[src/rtl/alarm_timer_pkg.sv]
// Shared types and constants for the alarm timer: FSM states, count type and
// the default counter modulus.
package alarm_timer_pkg;

   typedef logic [31:0] count_t;

   typedef enum logic [1:0] {
      IDLE     = 2'd0,
      ARMED    = 2'd1,
      WAIT_ACK = 2'd2
   } state_t;

   localparam int unsigned CNT_MAX_DEFAULT = 32'h7fff_ffff;
   localparam logic [32:0] CNT_MOD = {1'b0, CNT_MAX_DEFAULT} + 33'd1;

   // A zero delta stands for one full period of the upstream counter.
   function automatic count_t delta_eff(input logic [30:0] delta, input logic [32:0] modulus);
      return (delta == 31'd0) ? modulus[31:0] : {1'b0, delta};
   endfunction

endpackage

[src/rtl/alarm_timer_mod_add_wrap.sv]
// Combinational (a + b) mod (CNT_MAX+1) with a 33-bit intermediate.
// Operands are bounded (a <= CNT_MAX, b <= CNT_MAX+1), so one subtraction suffices.
module mod_add_wrap
   import alarm_timer_pkg::*;
#(
   parameter int unsigned CNT_MAX = CNT_MAX_DEFAULT
) (
   input  count_t a,
   input  count_t b,
   output count_t sum
);

   localparam logic [32:0] MOD = {1'b0, CNT_MAX} + 33'd1;

   logic [32:0] raw;

   assign raw = {1'b0, a} + {1'b0, b};

   always_comb begin
      sum = raw[31:0];
      if (raw >= MOD) begin
         sum = 32'(raw - MOD);
      end
   end

endmodule

[src/rtl/alarm_timer.sv]
// Alarm timer: fires when the upstream free-running count reaches a programmed
// target, one-shot or periodic, with a valid/ready alarm output and sticky overrun.
module alarm_timer
   import alarm_timer_pkg::*;
#(
   parameter int unsigned CNT_MAX = CNT_MAX_DEFAULT
) (
   input  logic        clock,
   input  logic        reset,
   input  count_t      count_in,
   input  logic        cfg_valid,
   output logic        cfg_ready,
   input  logic [30:0] cfg_delta,
   input  logic        cfg_periodic,
   input  logic        cancel,
   output logic        alarm_valid,
   input  logic        alarm_ready,
   output count_t      alarm_stamp,
   output logic        overrun,
   output logic        busy,
   output state_t      state_dbg
);

   // Handshakes: a transfer happens on a rising edge where valid and ready are
   // both 1; valid holds its payload until that edge, ready never waits on valid.

   localparam logic [32:0] MOD = {1'b0, CNT_MAX} + 33'd1;

   state_t state, state_nx;
   count_t target, delta_q, cfg_delta_eff, sum_init, sum_rearm;
   logic   periodic_q, accept, fire;

   assign cfg_delta_eff = delta_eff(cfg_delta, MOD);
   assign accept        = cfg_valid && cfg_ready;
   assign fire          = (state == ARMED) && (count_in == target) && !cancel;
   assign cfg_ready     = (state == IDLE) && !reset;
   assign busy          = (state != IDLE);
   assign state_dbg     = state;

   mod_add_wrap #(.CNT_MAX(CNT_MAX)) u_add_init (
      .a   (count_in),
      .b   (cfg_delta_eff),
      .sum (sum_init)
   );

   mod_add_wrap #(.CNT_MAX(CNT_MAX)) u_add_rearm (
      .a   (target),
      .b   (delta_q),
      .sum (sum_rearm)
   );

   always_ff @(posedge clock) begin
      if (reset) begin
         state <= IDLE;
      end else begin
         state <= state_nx;
      end
   end

   always_comb begin
      state_nx = state;
      case (state)
         IDLE: begin
            if (accept) state_nx = ARMED;
         end
         ARMED: begin
            if (cancel) state_nx = IDLE;
            else if (fire && !periodic_q) state_nx = WAIT_ACK;
         end
         WAIT_ACK: begin
            if (alarm_valid && alarm_ready) state_nx = IDLE;
         end
         default: state_nx = IDLE;
      endcase
   end

   always_ff @(posedge clock) begin
      if (reset) begin
         target      <= '0;
         delta_q     <= '0;
         periodic_q  <= 1'b0;
         alarm_valid <= 1'b0;
         alarm_stamp <= '0;
         overrun     <= 1'b0;
      end else begin
         if (accept) begin
            target     <= sum_init;
            delta_q    <= cfg_delta_eff;
            periodic_q <= cfg_periodic;
            overrun    <= 1'b0;
         end else if (fire && periodic_q) begin
            target <= sum_rearm;
         end
         // A fire while the previous event is still unaccepted is dropped.
         if (fire) begin
            if (!alarm_valid || alarm_ready) begin
               alarm_valid <= 1'b1;
               alarm_stamp <= target;
            end else begin
               overrun <= 1'b1;
            end
         end else if (alarm_valid && alarm_ready) begin
            alarm_valid <= 1'b0;
         end
      end
   end

endmodule

[config.mk]
export PLATFORM = sky130hd
export DESIGN_NAME = alarm_timer
export DESIGN_NICKNAME = d
export VERILOG_FILES = /design/src/rtl/alarm_timer_pkg.sv /design/src/rtl/alarm_timer_mod_add_wrap.sv /design/src/rtl/alarm_timer.sv
export SDC_FILE = /design/constraint.sdc
export NUM_CORES = 1
export LEC_CHECK = 0
export ABC_AREA = 1
export BUFFER_PORTS_ARGS = -buffer_cell sky130_fd_sc_hd__buf_4
export CAP_MARGIN = 40
export CORE_MARGIN = 4
export CORE_UTILIZATION = 51
export CTS_BUF_LIST = sky130_fd_sc_hd__clkbuf_2
export DETAILED_ROUTE_END_ITERATION = 10
export PLACE_DENSITY = 0.69
export REMOVE_ABC_BUFFERS = 1
export SLEW_MARGIN = 20
export SYNTH_ARGS = -nofsm -noshare
export SYNTH_HDL_FRONTEND = slang
export SYNTH_SLANG_ARGS = --single-unit
[constraint.sdc]
create_clock -name clock -period 6.7 [get_ports clock]
set_clock_uncertainty 0.2 [all_clocks]
set_input_delay 0.67 -clock clock [delete_from_list [all_inputs] [get_ports clock]]
set_output_delay 0.67 -clock clock [all_outputs]
set_load 0.02 [all_outputs]
==> flow_metrics.env <==
export IMPL_outcome="finished, final reports clean"
export IMPL_hold_viol_final=0
export IMPL_pin_count=107
export IMPL_vias=10200
export IMPL_core_area_mm2=0.0180
export IMPL_synthArstFlopShare=0
export IMPL_synth_cells=1608
export IMPL_synth_flop_cell="dfxtp_1"
export IMPL_synth_ff_latch_count=101
export IMPL_cts_buffer_depth=2
export IMPL_crit_chain="xnor2_1, nand2_1, nor2_2, nand3_2, nor2_4, nand3_4, nand2_2, inv_2, nor2_1, nor2_1"
export IMPL_grt_pass1_wl_um=49900
export IMPL_cp_max_fo=41
export IMPL_port_buffers=106
export IMPL_path_delay_family="simple AND/OR/NAND/NOR gates"
export IMPL_antenna_found_initial=1
export IMPL_crit_type="reg2reg"
export IMPL_cts_setup_buffers=0
export IMPL_drtPass1Iterations=6
export IMPL_drive_gt1_frac=0.106
export IMPL_rsz0062_at_grt="no"
export IMPL_hp_class="in2reg"
export IMPL_synth_most_common_cell="nand2_1"
export IMPL_synth_edf_count=0
export IMPL_path_common_cell="nor2_1"
export IMPL_topRoutingLayerUsed="met4"
export IMPL_nets=1797
export IMPL_grt_ovfl_total=0
export IMPL_dp_hpwl_um=26800
export IMPL_drt_initial_drc_count=800
export IMPL_cts_buffers=9
export IMPL_grt_max_degree=68
export IMPL_path_buf_inv=1
export IMPL_routedLengthMet1_um=15200
export IMPL_yosys_top_cells_count="nand2_1, inv_1, nor2_1"
export IMPL_leakagePower_uw=0.00529
export IMPL_area_delta_synth_final_pct=9.79
export IMPL_synth_top_area_frac=0.217
export IMPL_vias_per_cell=5.40
export IMPL_synth_seq_area_share=0.217
export IMPL_peakVddDrop_mv=0.0785
export IMPL_setup_violations_final=0
export IMPL_cp_start_kind="register"
export IMPL_gp_congestion=0.985
export IMPL_post_place_ws_ns=3.44
export IMPL_yosys_warnings=0
export IMPL_drc=0
export IMPL_wl_met2_um=14200
export IMPL_wl_met3_um=2620
export IMPL_cts_root_buf="clkbuf_2"
export IMPL_clk_pin_slew_ns=0.32
export IMPL_max_stage_delay_ns=0.59
export IMPL_avgRoutedWirePerCell_um=17.2
export IMPL_cp_slowest_cell="nand2_2"
export IMPL_cts_resized=0
export IMPL_syn_area_mm2=0.00931
export IMPL_crit_path_end_kind="register"
export IMPL_timing_final_crit_period_ns=3.00
export IMPL_nFillCells=1898
export IMPL_tritoncts="done"
export IMPL_rows=49
export IMPL_final_max_slew_viol_count=0
export IMPL_cts_sinks=101
export IMPL_track_usage=0.315
export IMPL_yosys_cell_types_count=44
export IMPL_maxCapViolations=0
export IMPL_arrival_ns=3.34
export IMPL_setup_ws_ns=3.70
export IMPL_insertion_delay_ns=0.64
export IMPL_die_w_um=143
export IMPL_yosysTopAreaCell="dfxtp_1"
export IMPL_p_per_area_mw_per_mm2=147
export IMPL_maxSlewHeadroom=0.488
export IMPL_first_global_vias=9303
export IMPL_holdBufCountCts=0
export IMPL_yosys_top_cells_area="dfxtp_1, nand2_1, inv_1"
export IMPL_worst_slew_pin_transition_ns=0.768
export IMPL_fp_dieH_um=143
export IMPL_h_tree_depth=3
export IMPL_fin_crit_sh=0.448
export IMPL_r2r_slack_ns=3.70
export IMPL_required_ns=7.04
export IMPL_tns_ns=0
export IMPL_fmax_mhz=333
export IMPL_wl_um=32700
export IMPL_start_util=0.518
export IMPL_hold_ws_ns=0.0328
export IMPL_die_area_mm2=0.0205
export IMPL_ant_nets=0
export IMPL_syn_area_per_cell_um2=5.79
==> through the flow <==
step	total power [uW]	utilization	cells	area (um^2)
final	1500	0.569	1898	10200
after global routing	1590	0.569	1898	10200
after CTS	1490	0.567	1895	10200
after detailed placement	1200	0.562	1879	10100
after global placement	1200	0.562	1879	10100
after floorplan	1010	-	1541	8980
==> sequential cells by signal (all words and copies together) (netlist names) <==
signal and count:
target 32, delta_q 32, alarm_valid 1, overrun 1, periodic_q 1, state_dbg 2
alarm_stamp 32
==> where the power goes <==
part           internal, uW  switching (uW)
sequential              632            39.6
clock                  53.4             237
combinational           188             348
==> layer usage <==
layer	vias to the layer above	track usage
li1	5199	-
met1	4603	0.452
met2	399	0.493
met3	42	0.0489
met4	0	0.0815
met5	-	0
==> final timing paths <==
path / startpoint / endpoint / cells after the start
worst max register to register: target[3] / target[24] / 10
worst min-delay path: cfg_delta[8] / delta_q[8] / 3
worst max-delay path: target[3] / target[24] / 10
worst min register to register: delta_q[2] / delta_q[2] / 2
==> layout by cell type (no fill, tap or decap), types with 12 or more instances in the layout <==
cell	count
a21oi_1	93
xnor2_1	19
nand4_1	15
nand2_1	454
dfxtp_1	101
o21bai_1	12
nand2_2	31
o21ai_0	72
buf_4	109
xor2_1	15
nor3_1	12
nand3_1	128
inv_1	230
ha_1	64
nor2_1	191
o21ai_1	40
==> cell families after synthesis <==
kind of cell               count (synthesis)  synth area share
and+or+nand+nor                          879             0.404
buffers and inverters                    302             0.129
AOI/OAI and AO/OA                        226             0.127
DFF                                      101             0.217
adders and majority gates                 66            0.0903
xor gates and xnor gates                  34            0.0320
==> final cells by class <==
type                    count  area [um^2]  share of cell area
inverters                 235          882              0.0863
repair buffers            110          838              0.0820
clock inverters             7         56.3             0.00551
flip-flops and latches    101         2020               0.198
multi-input cells        1205         6080               0.595
diodes                      2         5.00            0.000490
clock buffers               9         45.0             0.00441
well taps                 229          287              0.0280
==> worst min-delay path: stages <==
cell and delay, ns:
buf_4 0.10, nand2_1 0.05, nand2_1 0.05
No activity file was read; power rests on OpenSTA's default activity.
